### config.mk
export PLATFORM = sky130hd
export DESIGN_NAME = muldiv_unit
export DESIGN_NICKNAME = d
export VERILOG_FILES = /design/src/rtl/muldiv_pkg.sv /design/src/rtl/muldiv_step.sv /design/src/rtl/muldiv_unit.sv
export SDC_FILE = /design/constraint.sdc
export NUM_CORES = 1
export LEC_CHECK = 0
export ABC_AREA = 1
export BUFFER_PORTS_ARGS = -buffer_cell sky130_fd_sc_hd__buf_2
export CELL_PAD_IN_SITES_DETAIL_PLACEMENT = 0
export CELL_PAD_IN_SITES_GLOBAL_PLACEMENT = 2
export CORE_UTILIZATION = 36
export CTS_CLUSTER_DIAMETER = 40
export DETAILED_ROUTE_END_ITERATION = 7
export GPL_TIMING_DRIVEN = 0
export HOLD_SLACK_MARGIN = 0.08
export PLACE_DENSITY = 0.86
export SLEW_MARGIN = 20
export SYNTH_ARGS = -nofsm -noshare
export SYNTH_HDL_FRONTEND = slang
export SYNTH_SLANG_ARGS = --single-unit
export TNS_END_PERCENT = 30
### constraint.sdc
create_clock -name clk_i -period 4.7 [get_ports clk_i]
set_clock_uncertainty 0.1 [all_clocks]
set_input_delay 0.235 -clock clk_i [delete_from_list [all_inputs] [get_ports clk_i]]
set_output_delay 0.235 -clock clk_i [all_outputs]
set_load 0.03 [all_outputs]
### src/rtl/muldiv_pkg.sv
// Shared encodings for the iterative multiply/divide unit: op_i codes and FSM states.
package muldiv_pkg;

  localparam logic [1:0] OP_MULT  = 2'b00;
  localparam logic [1:0] OP_MULTU = 2'b01;
  localparam logic [1:0] OP_DIV   = 2'b10;
  localparam logic [1:0] OP_DIVU  = 2'b11;

  typedef enum logic [1:0] {
    ST_IDLE = 2'b00,
    ST_RUN  = 2'b01,
    ST_DONE = 2'b10
  } state_e;

  // Bit 1 of the opcode separates the divide family from the multiply family.
  function automatic logic op_is_div(input logic [1:0] op);
    return op[1];
  endfunction

  // Bit 0 clear means the operands are interpreted as two's complement.
  function automatic logic op_is_signed(input logic [1:0] op);
    return ~op[0];
  endfunction

endpackage

### src/rtl/muldiv_step.sv
// One combinational iteration: shift-add multiply step or restoring divide step.
// The divide step exists only when MULDIV_DIV_EN is defined.
module muldiv_step #(
  parameter int WIDTH = 32
) (
  input  logic                 is_div,
  input  logic [2*WIDTH-1:0]   acc,
  input  logic [WIDTH-1:0]     opnd,
  output logic [2*WIDTH-1:0]   acc_nxt
);

  // Multiply: acc = {partial product, remaining multiplier bits}; add then shift right.
  logic [WIDTH:0]       mul_sum;
  logic [2*WIDTH-1:0]   mul_nxt;

  always_comb begin
    mul_sum = {1'b0, acc[2*WIDTH-1:WIDTH]} + (acc[0] ? {1'b0, opnd} : {(WIDTH+1){1'b0}});
    mul_nxt = {mul_sum, acc[WIDTH-1:1]};
  end

`ifdef MULDIV_DIV_EN
  // Divide: acc = {partial remainder, dividend/quotient}; shift left and trial-subtract.
  logic [WIDTH:0]       rem_sh;
  logic [WIDTH:0]       diff;
  logic [2*WIDTH-1:0]   div_nxt;

  always_comb begin
    rem_sh = {acc[2*WIDTH-1:WIDTH], acc[WIDTH-1]};
    diff   = rem_sh - {1'b0, opnd};
    if (!diff[WIDTH])
      div_nxt = {diff[WIDTH-1:0], acc[WIDTH-2:0], 1'b1};
    else
      div_nxt = {rem_sh[WIDTH-1:0], acc[WIDTH-2:0], 1'b0};
  end

  assign acc_nxt = is_div ? div_nxt : mul_nxt;
`else
  assign acc_nxt = is_div ? {(2*WIDTH){1'b0}} : mul_nxt;
`endif

endmodule

### src/rtl/muldiv_unit.sv
// Iterative MULT/MULTU/DIV/DIVU unit, one result bit per cycle, WIDTH RUN cycles.
// Define MULDIV_DIV_EN to build the divider; otherwise DIV/DIVU complete at once with zero.
module muldiv_unit
  import muldiv_pkg::*;
#(
  parameter int WIDTH = 32,
  parameter int CNT_W = $clog2(WIDTH) + 1
) (
  input  logic             clk_i,
  input  logic             rst_i,
  input  logic             start_i,
  input  logic [1:0]       op_i,
  input  logic [WIDTH-1:0] a_i,
  input  logic [WIDTH-1:0] b_i,
  input  logic             flush_i,
  output logic             busy_o,
  output logic             done_o,
  output logic [WIDTH-1:0] hi_o,
  output logic [WIDTH-1:0] lo_o,
  output logic             stall_o
);

  state_e             state;
  logic [CNT_W-1:0]   cnt;
  logic [2*WIDTH-1:0] acc;
  logic [2*WIDTH-1:0] acc_nxt;
  logic [WIDTH-1:0]   opnd;
  logic               is_div_q;
  logic               neg_lo_q;
`ifdef MULDIV_DIV_EN
  logic               neg_hi_q;
`endif

  logic               accept;
  logic               a_neg;
  logic               b_neg;
  logic [WIDTH-1:0]   a_abs;
  logic [WIDTH-1:0]   b_abs;
  logic [WIDTH-1:0]   res_hi;
  logic [WIDTH-1:0]   res_lo;

  function automatic logic [WIDTH-1:0] neg_w(input logic [WIDTH-1:0] v, input logic n);
    logic signed [WIDTH-1:0] s;
    s = v;
    return n ? -s : s;
  endfunction

  function automatic logic [2*WIDTH-1:0] neg_2w(input logic [2*WIDTH-1:0] v, input logic n);
    logic signed [2*WIDTH-1:0] s;
    s = v;
    return n ? -s : s;
  endfunction

  assign accept  = (state == ST_IDLE) && start_i && !flush_i;
  assign stall_o = start_i | (state == ST_RUN);

  always_comb begin
    a_neg = op_is_signed(op_i) & a_i[WIDTH-1];
    b_neg = op_is_signed(op_i) & b_i[WIDTH-1];
    a_abs = neg_w(a_i, a_neg);
    b_abs = neg_w(b_i, b_neg);
  end

  muldiv_step #(.WIDTH(WIDTH)) u_step (
    .is_div  (is_div_q),
    .acc     (acc),
    .opnd    (opnd),
    .acc_nxt (acc_nxt)
  );

  // Sign fix-up is applied to the final iteration's output as it is committed.
  always_comb begin
`ifdef MULDIV_DIV_EN
    if (is_div_q) begin
      res_hi = neg_w(acc_nxt[2*WIDTH-1:WIDTH], neg_hi_q);
      res_lo = neg_w(acc_nxt[WIDTH-1:0], neg_lo_q);
    end else begin
      {res_hi, res_lo} = neg_2w(acc_nxt, neg_lo_q);
    end
`else
    {res_hi, res_lo} = neg_2w(acc_nxt, neg_lo_q);
`endif
  end

  // Operand/accumulator datapath: loaded on accept, stepped every RUN cycle.
  always_ff @(posedge clk_i) begin
    if (accept) begin
      is_div_q <= op_is_div(op_i);
      acc      <= {{WIDTH{1'b0}}, (op_is_div(op_i) ? a_abs : b_abs)};
      opnd     <= op_is_div(op_i) ? b_abs : a_abs;
      // A zero divisor keeps the all-ones quotient unsigned.
      neg_lo_q <= op_is_div(op_i) ? ((a_neg ^ b_neg) & (|b_i)) : (a_neg ^ b_neg);
`ifdef MULDIV_DIV_EN
      neg_hi_q <= a_neg;
`endif
    end else if (state == ST_RUN) begin
      acc <= acc_nxt;
    end
  end

  // Control FSM with registered busy/done and committed result registers.
  always_ff @(posedge clk_i or posedge rst_i) begin
    if (rst_i) begin
      state  <= ST_IDLE;
      cnt    <= '0;
      busy_o <= 1'b0;
      done_o <= 1'b0;
      hi_o   <= '0;
      lo_o   <= '0;
    end else begin
      done_o <= 1'b0;
      if (flush_i) begin
        state  <= ST_IDLE;
        busy_o <= 1'b0;
      end else begin
        case (state)
          ST_IDLE: begin
            if (start_i) begin
              cnt    <= '0;
              busy_o <= 1'b1;
`ifdef MULDIV_DIV_EN
              state  <= ST_RUN;
`else
              if (op_is_div(op_i)) begin
                state  <= ST_DONE;
                done_o <= 1'b1;
                hi_o   <= '0;
                lo_o   <= '0;
              end else begin
                state  <= ST_RUN;
              end
`endif
            end
          end
          ST_RUN: begin
            cnt <= cnt + 1'b1;
            if (cnt == CNT_W'(WIDTH - 1)) begin
              state  <= ST_DONE;
              done_o <= 1'b1;
              hi_o   <= res_hi;
              lo_o   <= res_lo;
            end
          end
          ST_DONE: begin
            state  <= ST_IDLE;
            busy_o <= 1'b0;
          end
          default: begin
            state  <= ST_IDLE;
            busy_o <= 1'b0;
          end
        endcase
      end
    end
  end

endmodule

Word-level counts from Yosys, hierarchy flattened

Cells that the tools add are included.

Register bits: 172
Input port bits: 70
Output and inout bits: 67
Word-level logic and storage cells: 73

Add/subtract/negate cells: 5
Equality and inequality tests: 8
Multiplexer cells: 31
Bitwise operators: 7
Reductions and logical operators: 11

Operator list:

| kind                                                             | count |
|---|---|
| 32-bit two-way mux                                               | 11 |
| 64-bit two-way mux                                               | 2 |
| 32-bit one-hot mux with 2 select lines                           | 2 |
| 32-bit negator                                                   | 2 |
| 64-bit negator                                                   | 1 |
| 32-bit by 32-bit adder with 33-bit output                        | 1 |
| 32-bit OR reduction                                              | 1 |
| 6-bit one-hot mux with 2 select lines                            | 1 |
| 2-bit two-way mux                                                | 4 |
| 1-bit two-way mux                                                | 7 |
| 6-bit by 1-bit adder with 6-bit output (second input constant)   | 1 |
| 6-bit by 5-bit == test with 1-bit output (second input constant) | 1 |
| 6-bit two-way mux                                                | 1 |
| 2-bit != test (second input constant)                            | 3 |
| 5-bit AND reduction                                              | 1 |
| 1-bit one-hot mux with 2 select lines                            | 2 |
| 2-bit one-hot mux with 2 select lines                            | 1 |
| 2-bit AND reduction                                              | 2 |
| 2-bit nonzero test                                               | 2 |
| 1-bit bitwise AND                                                | 3 |
| 3-bit by 2-bit != test with 1-bit output (second input constant) | 1 |
| 3-bit != test (second input constant)                            | 1 |
| 3-bit AND reduction                                              | 1 |
| 2-bit by 1-bit == test with 1-bit output (second input constant) | 1 |
| other kinds (7)                                                  | 9 |

Longest topological paths before layout

Gate-level depths: netlist of the first run.

Depth after elaboration: 7
Gate-level depth with buffers: 26
Gate-level depth less buffers: 25

Cells and area by module

From an unflattened synthesis of the first run, not the netlist that was laid out.

Cells, all modules: 2414
Area, all modules: 14346.3 µm²

Modules (own cells, without submodules):

| module      | instances | cells each | area each (µm²) | seq. area each (µm²) |
|---|---|---|---|---|
| muldiv_unit | 1         | 1729       | 11223.3         | 4474.3 |
| muldiv_step | 1         | 685        | 3123.0          | 0.0 |

Least setup slack after synthesis of the first run

OpenSTA, ideal clock, no wires.

Kind: register to register
Start: reg acc[0]
End: reg hi_o[24]
Library setup time: 0.117 ns
Arrival time: 2.851 ns
Required time: 4.483 ns
Path slack: 1.632 ns
Cell stages (with the launch flop): 25
Buffers on the path: 1
Period minus slack after synthesis: 3.068 ns
Path through: edfxtp_1 clkbuf_1 nand2_1 inv_1 ha_1 inv_1 fa_1 inv_1 nand2_1 nand2_1 nand3_1 nand2_1 nand2_1 nand3_1 nand3_1 nor2_4 nand2_2 nor2_2 nand2_1 nor2_2 nand2_1 nand2_1 nand2_1 nand3_1 nand2_1

Word-level cells in the longest chain between the ends: 7

RTL lines:

| item                                          | line               | source |
|---|---|---|
| start, declared                               | muldiv_unit.sv:25  | `logic [2*WIDTH-1:0] acc;` |
| start signal, assigned                        | muldiv_unit.sv:89  | `acc <= {{WIDTH{1'b0}}, (op_is_div(op_i) ? a_abs : b_abs)};` |
| start signal, assigned                        | muldiv_unit.sv:97  | `acc <= acc_nxt;` |
| 32-bit two-way mux (*)                        | muldiv_step.sv:17  | `mul_sum = {1'b0, acc[2*WIDTH-1:WIDTH]} + (acc[0] ? {1'b0, opnd} : {(WIDTH+1){1'b0}});` |
| 32-bit by 32-bit adder with 33-bit output (*) | muldiv_step.sv:17  |  |
| 64-bit two-way mux (*)                        | muldiv_step.sv:38  | `assign acc_nxt = is_div ? {(2*WIDTH){1'b0}} : mul_nxt;` |
| 64-bit negator                                | muldiv_unit.sv:51  | `return n ? -s : s;` |
| 64-bit two-way mux (*)                        | muldiv_unit.sv:51  |  |
| 32-bit two-way mux (*)                        | muldiv_unit.sv:137 | `if (cnt == CNT_W'(WIDTH - 1)) begin` |
| 32-bit one-hot mux with 2 select lines (*)    | muldiv_unit.sv:116 | `case (state)` |
| end signal, assigned                          | muldiv_unit.sv:140 | `hi_o <= res_hi;` |
| end, declared                                 | muldiv_unit.sv:18  | `output logic [WIDTH-1:0] hi_o,` |

Mark *: on every way between the ends. The rest lies on a longest branch, timed or not. The select of a mux whose other input is x is not followed.
A chain may end at the register's enable or synchronous reset.

Worst setup path after layout of the first run

Start: reg acc[0]
End: reg hi_o[31]

The elaborated chain is that of the path after synthesis.

==> insert_results.sql, run 1 <==
INSERT INTO impl_metrics (metric_group, metric, value, unit) VALUES
('yosys', 'compound_gate_fraction_of_synth_area', '11.8', '%'),
('setup_path', 'setup.worst_path.start_class', 'flop', ''),
('detailed_routing', 'viasPerCell', '5.09', ''),
('timing', 'hold-worst-slack', '0.0966', 'ns'),
('setup_path', 'crit_required', '4.95', 'ns'),
('finish', 'layout-drive-gt1-share', '11.4', '%'),
('yosys', 'synth_async_sr_flop_share', '43.0', '%'),
('yosys', 'ys_ff_latch', '172', ''),
('setup_path', 'crit_type', 'reg2reg', ''),
('yosys', 'fraction_of_the_mapped_netlist_area_in_adder_cells', '3.54', '%'),
('placed_design', 'place_congestion', '0.928', ''),
('clock_tree', 'hold_buffer_count_at_cts', '5', ''),
('die', 'ios', '137', ''),
('clock_tree', 'cts_resized', '0', ''),
('worst_hold_path', 'holdCritPathClass', 'in2reg', ''),
('finish', 'n_antenna_cell', '0', ''),
('global_route', 'grtUsageMet1', '34.5', '%'),
('yosys', 'postSynthCellCount', '2029', ''),
('setup_path', 'critical_path_at', '4.27', 'ns'),
('finish', 'syn_to_final_growth', '14.9', '%'),
('timing', 'max-slew-margin-rel', '39.7', '%'),
('timing', 'final.setup.tns', '0', 'ns'),
('global_route', 'grt_most_used_layer', 'met2', ''),
('global_route', 'grtUsageMet3', '3.04', '%'),
('timing', 'rsz0062_at_grt', 'false', ''),
('die', 'floorplan.die.height', '194', 'um'),
('finish', 'commonest_cells_after_routing_fill_and_taps_aside', 'nand2_1 (663), inv_1 (291), nor2_1 (183)', ''),
('clock_tree', 'cts_max_level', '4', ''),
('timing', 'worst-slew-pin-transition', '0.905', 'ns'),
('global_route', 'globalRoute.totalOverflow', '0', ''),
('detailed_routing', 'detailroute.via_count', '13558', ''),
('yosys', 'ys_dominant_reg_cell', 'dfrtp_1', ''),
('power', 'maximum_vdd_ir_drop', '0.277', 'mV'),
('power', 'power_density', '367', 'nW/um2'),
('global_route', 'number_of_antenna_violations_at_the_first_check_in_global_routing', '0', ''),
('clock_tree', 'tritoncts.num_buffers', '17', ''),
('yosys', 'synthesis.area', '13300', 'um2'),
('placed_design', 'dpl.hpwl', '41.7', 'mm'),
('die', 'die_width', '194', 'um'),
('detailed_routing', 'iter_0_drt_violations', '1018', ''),
('timing', 'hold_violations', '0', ''),
('timing', 'maxSlewViolCount', '0', ''),
('yosys', 'synth_simple_gate_area_share', '36.1', '%'),
('global_route', 'grt_pass1_vias', '12992', ''),
('yosys', 'synth.yosys.seq_area_share', '33.7', '%'),
('finish', 'most_common_library_cell_in_the_layout_ignoring_fill_and_taps', 'nand2_1', ''),
('finish', 'num-nets-final', '2299', ''),
('detailed_routing', 'route.final.wire_length', '50.3', 'mm'),
('clock_tree', 'maximum_buffer_depth_of_the_clock_tree', '2', ''),
('clock_tree', 'cts_root_buffer', 'clkbuf_16', ''),
('setup_path', 'critPathMaxFanout', '10', ''),
('clock_tree', 'cts_setup_buffers', '0', ''),
('global_route', 'grt_pass1_wl', '77.0', 'mm'),
('global_route', 'grt_use_total', '27.1', '%'),
('status', 'run_status', 'finished, final reports clean', ''),
('clock_tree', 'path_clk_slew', '0.07', 'ns'),
('run', 'maxCapViolCount', '0', ''),
('die', 'placeableCoreArea', '35900', 'um2'),
('setup_path', 'worst-r2r-setup-slack', '0.68', 'ns'),
('yosys', 'synth.largest_area_cell', 'nand2_1', ''),
('yosys', 'synth.top_cell.area_share', '18.8', '%'),
('clock_tree', 'tritoncts', 'built', ''),
('die', 'floorplan.rows', '69', ''),
('yosys', 'synth_top_family_by_area', 'simple AND/OR/NAND/NOR gates', ''),
('timing', 'maxClockFrequency', '0.249', 'GHz'),
('yosys', 'syn_avg_cell_area', '6.55', 'um2'),
('global_route', 'met2_usage', '47.3', '%'),
('die', 'initial_standard_cell_utilization_of_the_core', '37.0', '%'),
('detailed_routing', 'remaining_drc_errors', '0', ''),
('detailed_routing', 'wl_per_cell', '18.9', 'um'),
('yosys', 'yosys_warnings', '0', '');
[layer usage]
layer | routed length [um] | vias up | share of wire, %
met2 | 24600 | 344 | 49
met1 | 22300 | 6334 | 44
li1 | - | 6818 | -
met3 | 1870 | 62 | 3.7
met4 | 1560 | 0 | 3.1
met5 | 0 | - | 0
[final cells by class]
type | instances | area, um2
Buffer | 64 | 283
Timing Repair Buffer | 144 | 806
Tap cell | 461 | 577
Inverter | 302 | 1140
Fill cell | 3931 | 20700
Clock inverter | 14 | 158
Multi-Input combinational cell | 1491 | 7390
Clock buffer | 18 | 429
Sequential cell | 172 | 4470
[stage by stage]
step	utilization, %	power, mW	setup WS [ns]	area [um2]	std cells
5_1_grt	42.5	5.92	0.223	15300	2666
4_1_cts	42.5	5.62	0.676	15300	2666
3_3_place_gp	40.5	4.15	0.493	14500	2626
6_report	42.5	5.59	0.679	15300	2666
3_5_place_dp	40.7	4.17	0.679	14600	2629
2_1_floorplan	-	3.43	1.63	13300	2029
[sequential cells by signal (all words and copies together), names as in the netlist]
signal,cells
acc,64
busy_o,1
cnt,6
done_o,1
hi_o,32
is_div_q,1
lo_o,32
neg_lo_q,1
opnd,32
state,2
[power by group]
part | switching, mW | total [mW] | internal [mW]
clock network | 0.694 | 1.45 | 0.751
logic | 1.54 | 2.17 | 0.626
registers | 0.144 | 1.98 | 1.84
[cell usage after synthesis, types with 13 or more instances]
| cell | n |
|---|---|
| edfxtp_1 | 66 |
| ha_1 | 36 |
| nor3_1 | 25 |
| xnor2_1 | 20 |
| nand2_2 | 22 |
| inv_1 | 292 |
| dfrtp_1 | 74 |
| nor2_1 | 183 |
| a21oi_1 | 47 |
| clkbuf_1 | 43 |
| a32o_1 | 15 |
| nand3_1 | 140 |
| o22ai_1 | 18 |
| nand4_1 | 22 |
| buf_1 | 13 |
| o21ai_0 | 157 |
| xor2_1 | 42 |
| dfxtp_1 | 32 |
| nand2_1 | 664 |
[logic make-up after synthesis]
| logic type | Yosys count |
|---|---|
| AND/OR/NAND/NOR | 1112 |
| buffers and inverters | 366 |
| AO/OA/AOI/OAI | 278 |
| flip-flops | 172 |
| XOR/XNOR | 62 |
| adder cells (fa/ha/maj) | 37 |
| multiplexers | 2 |
[worst paths after layout]
path	endpoint	start	depth (start not counted)
min in group asynchronous	hi_o[21]$_DFFE_PP0P_	rst_i	3
worst min-delay path	opnd[0]$_DFFE_PP_	a_i[0]	3
worst min register to register	cnt[4]$_DFFE_PP0P_	cnt[4]$_DFFE_PP0P_	1
worst max register to register	hi_o[31]$_DFFE_PP0P_	acc[0]$_DFFE_PP_	23
worst max-delay path	hi_o[31]$_DFFE_PP0P_	acc[0]$_DFFE_PP_	23
max in group asynchronous	cnt[3]$_DFFE_PP0P_	rst_i	4
[worst max-delay path, stage by stage (launching register included)]
cell and delay [ns]:
edfxtp_1 0.44, clkbuf_1 0.35, nand2_1 0.16, inv_1 0.09, ha_1 0.24, inv_1 0.08, fa_1 0.39, inv_1 0.11
nand2_1 0.08, nand2_1 0.14, and2_1 0.18, nand2_1 0.10, nand3_1 0.18, nand2_1 0.11, nand2_1 0.07, nand2_1 0.04
nand3_1 0.23, nand2_1 0.10, nor2_1 0.17, nand2_1 0.15, o21ai_2 0.20, nand3_1 0.09, nand3_1 0.09, nand2_1 0.05
Power figures use the tool's default switching activity.
==> inputs of run 2 (changes only) <==
Settings changed: CAP_MARGIN set to 0, CORE_UTILIZATION 36 to 35, PLACE_DENSITY 0.86 to 0.87, SYNTH_HIERARCHICAL set to 1.
==> run 2 against run 1 <==
  * Register-to-register slack lost 0.11 ns
  * Critical path type unchanged
  * Clock-buffer cell count shrank 1
  * Maximum frequency shrank 2.8%
  * Sequential power is essentially flat
  * Global-route usage grew 0.57 points
  * Non-clock buffer count grew 5
  * Critical path depth grew 1
  * Critical endpoint is now hi_o[27]$_DFFE_PP0P_
  * Sequential share of layout area shrank 2.1 points
  * Final area grew 7.6%
==> insert_results.sql, run 2 <==
INSERT INTO impl_metrics (metric_group, metric, value, unit) VALUES
('detailed_routing', 'remaining_drc_errors', '0', ''),
('power', 'maximum_vdd_ir_drop', '0.212', 'mV'),
('yosys', 'ys_dominant_reg_cell', 'dfrtp_1', ''),
('power', 'fraction_of_power_spent_switching_nets', '44.5', '%'),
('global_route', 'largest_net_degree_at_the_start_of_global_routing', '58', ''),
('global_route', 'grt_use_total', '27.7', '%'),
('yosys', 'fraction_of_the_mapped_netlist_area_in_adder_cells', '3.28', '%'),
('global_route', 'grt_pass1_wl', '86.7', 'mm'),
('setup_path', 'critical_path_at', '4.38', 'ns'),
('global_route', 'grt_most_used_layer', 'met2', ''),
('power', 'share_comb_of_total_power', '40.0', '%'),
('setup_path', 'worst-r2r-setup-slack', '0.56', 'ns'),
('die', 'placeableCoreArea', '40100', 'um2'),
('yosys', 'compound_gate_fraction_of_synth_area', '8.71', '%'),
('finish', 'fillCellCount', '4539', ''),
('yosys', 'synth.yosys.seq_area_share', '31.2', '%'),
('yosys', 'yosys.cell_count.top_type', 'nand2_1', ''),
('worst_hold_path', 'holdPathEnd', 'neg_lo_q$_DFFE_PP_', ''),
('clock_tree', 'insertion_delay', '0.46', 'ns'),
('clock_tree', 'tritoncts', 'built', ''),
('detailed_routing', 'detailroute.via_count', '15628', ''),
('worst_hold_path', 'hold-path-cell-count', '2', ''),
('yosys', 'post_synth_edffs', '66', ''),
('yosys', 'postSynthNetCount', '2521', ''),
('setup_path', 'crit_required', '4.95', 'ns'),
('finish', 'most_common_library_cell_in_the_layout_ignoring_fill_and_taps', 'nand2_1', ''),
('global_route', 'grtUsageMet1', '37.5', '%'),
('yosys', 'synth_async_sr_flop_share', '43.0', '%'),
('global_route', 'number_of_antenna_violations_at_the_first_check_in_global_routing', '1', ''),
('timing', 'max-slew-margin-rel', '35.5', '%'),
('timing', 'setup_violations', '0', ''),
('placed_design', 'dp.cells', '3077', ''),
('finish', 'registers.top_by_ff_count', 'acc', ''),
('placed_design', 'place_congestion', '0.939', ''),
('clock_tree', 'numClockSinks', '172', ''),
('timing', 'timing.final.crit_period', '4.14', 'ns'),
('finish', 'commonest_cells_after_routing_fill_and_taps_aside', 'nand2_1 (870), inv_1 (355), nor2_1 (313)', ''),
('yosys', 'netlist_top_cells_area', 'nand2_1 (23%), edfxtp_1 (14%), dfrtp_1 (13%)', ''),
('die', 'die_area', '41800', 'um2'),
('clock_tree', 'path_clk_slew', '0.09', 'ns'),
('die', 'initial_standard_cell_utilization_of_the_core', '35.8', '%'),
('power', 'internal_power', '3.20', 'mW'),
('finish', 'n_antenna_cell', '0', ''),
('die', 'floorplan.rows', '73', ''),
('setup_path', 'critPathMaxFanout', '10', ''),
('yosys', 'syn_avg_cell_area', '5.94', 'um2'),
('finish', 'final_cells', '3115', ''),
('yosys', 'yosys-top-cells-count', 'nand2_1 (871), inv_1 (356), nor2_1 (313)', ''),
('yosys', 'postSynthCellCount', '2414', ''),
('yosys', 'synth_simple_gate_area_share', '42.9', '%'),
('clock_tree', 'cts_resized', '0', ''),
('placed_design', 'dpl.hpwl', '47.8', 'mm'),
('yosys', 'synth.largest_area_cell', 'nand2_1', ''),
('detailed_routing', 'final_antenna_net_count', '0', ''),
('yosys', 'synth_cell_type_count', '40', ''),
('setup_path', 'reg2reg_to', 'hi_o[27]$_DFFE_PP0P_', ''),
('yosys', 'yosys-mux-area-fraction', '0', '%'),
('power', 'power_density', '351', 'nW/um2'),
('status', 'run_status', 'finished, final reports clean', ''),
('yosys', 'yosys_warnings', '6', ''),
('setup_path', 'slowest_delay', '0.46', 'ns'),
('setup_path', 'rr_worst_depth', '24', ''),
('power', 'power_switching', '2.56', 'mW'),
('setup_path', 'cp_common_cell', 'nand2_1', ''),
('placed_design', 'io_buffer_count', '136', ''),
('timing', 'final.setup.tns', '0', 'ns'),
('finish', 'num-nets-final', '2684', ''),
('clock_tree', 'maximum_buffer_depth_of_the_clock_tree', '2', ''),
('detailed_routing', 'iter_0_drt_violations', '1338', ''),
('setup_path', 'crit_chain', 'clkbuf_1 -> nand2_1 -> inv_1 -> ha_1 -> inv_1 -> fa_1 -> inv_1 -> nand3_1 -> nand3_1 -> nand2_1 -> nand2_1 -> nand2_1 -> nand2_1 -> a21oi_1 -> inv_1 -> nand2_1 -> nor2_1 -> nand2_1 -> nor2_1 -> nand2_1 -> o21ai_0 -> nand3_1 -> nand3_1 -> nand2_1', ''),
('timing', 'maxClockFrequency', '0.242', 'GHz'),
('setup_path', 'setup.worst_path.start_class', 'flop', ''),
('die', 'die_width', '204', 'um'),
('run', 'maxCapViolCount', '0', ''),
('timing', 'rsz0062_at_grt', 'false', ''),
('timing', 'worst-slew-pin-transition', '0.958', 'ns'),
('finish', 'layout-drive-gt1-share', '8.76', '%'),
('yosys', 'ys_ff_latch', '172', ''),
('power', 'power.sequential.fraction', '34.1', '%'),
('timing', 'maxSlewViolCount', '0', ''),
('global_route', 'grt_pass1_vias', '14608', ''),
('clock_tree', 'cts_setup_buffers', '0', ''),
('detailed_routing', 'detailedRoute.firstPassIterationCount', '5', ''),
('worst_hold_path', 'holdCritPathClass', 'in2reg', ''),
('setup_path', 'crit_type', 'reg2reg', ''),
('power', 'pwr-share-clk', '26.0', '%'),
('yosys', 'synth.top_cell.area_share', '22.8', '%'),
('worst_hold_path', 'launch_point_of_the_worst_hold_path', 'b_i[31]', ''),
('clock_tree', 'tritoncts.num_buffers', '17', ''),
('finish', 'syn_to_final_growth', '14.5', '%'),
('finish', 'finalInstanceArea', '16400', 'um2'),
('yosys', 'synth_top_family_by_area', 'simple AND/OR/NAND/NOR gates', ''),
('timing', 'hold_violations', '0', ''),
('finish', 'largest_register_ff_count', '64', ''),
('global_route', 'grtUsageMet3', '2.54', '%'),
('die', 'floorplan.die.height', '204', 'um'),
('clock_tree', 'cts_max_level', '4', ''),
('power', 'leakage', '8.80', 'nW'),
('yosys', 'synthesis.area', '14300', 'um2'),
('timing', 'final_worst_path_period_share', '88.0', '%'),
('global_route', 'globalRoute.totalOverflow', '0', ''),
('detailed_routing', 'viasPerCell', '5.02', ''),
('global_route', 'met2_usage', '47.2', '%'),
('setup_path', 'critical_path.reg2reg.startpoint', 'acc[0]$_DFFE_PP_', ''),
('die', 'ios', '137', ''),
('detailed_routing', 'wl_per_cell', '18.3', 'um'),
('yosys', 'xor_and_xnor_area_share_after_synthesis', '2.32', '%'),
('setup_path', 'crit_path_end_kind', 'flop', ''),
('detailed_routing', 'route.final.wire_length', '56.9', 'mm'),
('clock_tree', 'cts_root_buffer', 'clkbuf_16', ''),
('setup_path', 'slowest_stage', 'edfxtp_1', ''),
('placed_design', 'placement.cell_area', '15700', 'um2');
## run 2: changes by cell type after synthesis, sizes merged, moves of 11 or more
cell   previous run  this run
nand2           695       882
o22ai            18         4
nor2            199       323
a32o             15         0
nand3           145       235
inv             300       365
xor2             42        28
o21ai           169       129
a21oi            47        63
o21a              0        11
## run 2: power by group through the flow
stage	clock network [mW]	logic (mW)	registers (mW)
final	1.50	2.30	1.96
after global routing	1.58	2.56	1.99
after CTS	1.54	2.30	1.97
after detailed placement	0	2.28	2.00
after global placement	0	2.27	2.00
after floorplan	0	1.28	2.21
## run 2: how the worst max path moves through the flow
stage / slack, ns / cells after the start / startpoint / end
5_1_grt: 0.04 / 25 / acc[0]$_DFFE_PP_ / hi_o[27]$_DFFE_PP0P_
2_1_floorplan: 1.51 / 26 / acc[0]$_DFFE_PP_ / hi_o[27]$_DFFE_PP0P_
6_report: 0.56 / 24 / acc[0]$_DFFE_PP_ / hi_o[27]$_DFFE_PP0P_
4_1_cts: 0.55 / 24 / acc[0]$_DFFE_PP_ / hi_o[27]$_DFFE_PP0P_
3_3_place_gp: 0.59 / 22 / acc[0]$_DFFE_PP_ / hi_o[22]$_DFFE_PP0P_
3_5_place_dp: 0.59 / 24 / acc[0]$_DFFE_PP_ / hi_o[27]$_DFFE_PP0P_
## run 2: kinds of logic (layout without fill, tap and decap cells)
family                     count (synthesis)  after routing
AOI/OAI and AO/OA                        232            232
adders and majority gates                 37             37
xor gates and xnor gates                  38             38
and+or+nand+nor                         1501           1501
buffers and inverters                    434            610
DFF                                      172            172
## run 2: area by class of cell
cell class                      count  area [um2]  area share (%)
Buffer                             69         289            1.76
Multi-Input combinational cell   1808        8220            50.0
Tap cell                          525         657            4.00
Inverter                          365        1370            8.36
Timing Repair Buffer              144         788            4.80
Clock inverter                     15         204            1.24
Sequential cell                   172        4470            27.2
Clock buffer                       17         425            2.59
## run 2: stage by stage
stage	utilization (%)	setup slack [ns]	power (mW)	hold WS [ns]
after floorplan	-	1.51	3.50	0.234
after global placement	39.1	0.589	4.26	0.341
after detailed placement	39.2	0.588	4.28	0.0957
after CTS	41.0	0.553	5.80	0.120
after global routing	41.0	0.0419	6.13	0.120
final	41.0	0.564	5.76	0.126
## run 2: worst max-delay path, delay by kind of cell (launching register included)
| kind | cells | cell delay (ns) |
|---|---|---|
| AND/OR/NAND/NOR | 15 | 1.67 |
| adder cells (fa/ha/maj) | 2 | 0.55 |
| AO/OA/AOI/OAI | 2 | 0.36 |
| flip-flops | 1 | 0.46 |
| buffers and inverters | 5 | 0.86 |
## run 2: timing repair
item / CTS / global route
endpoints found under the setup margin: 0 / 0
hold endpoints to repair: 81 / 0
hold buffers: 6 / 0
## run 2: per-layer routing
metal  routed length, um  vias to the layer above
li1                    -                     7900
met1               25900                     7251
met2               27200                      433
met3                2790                       44
met4                1030                        0
met5                   0                        -
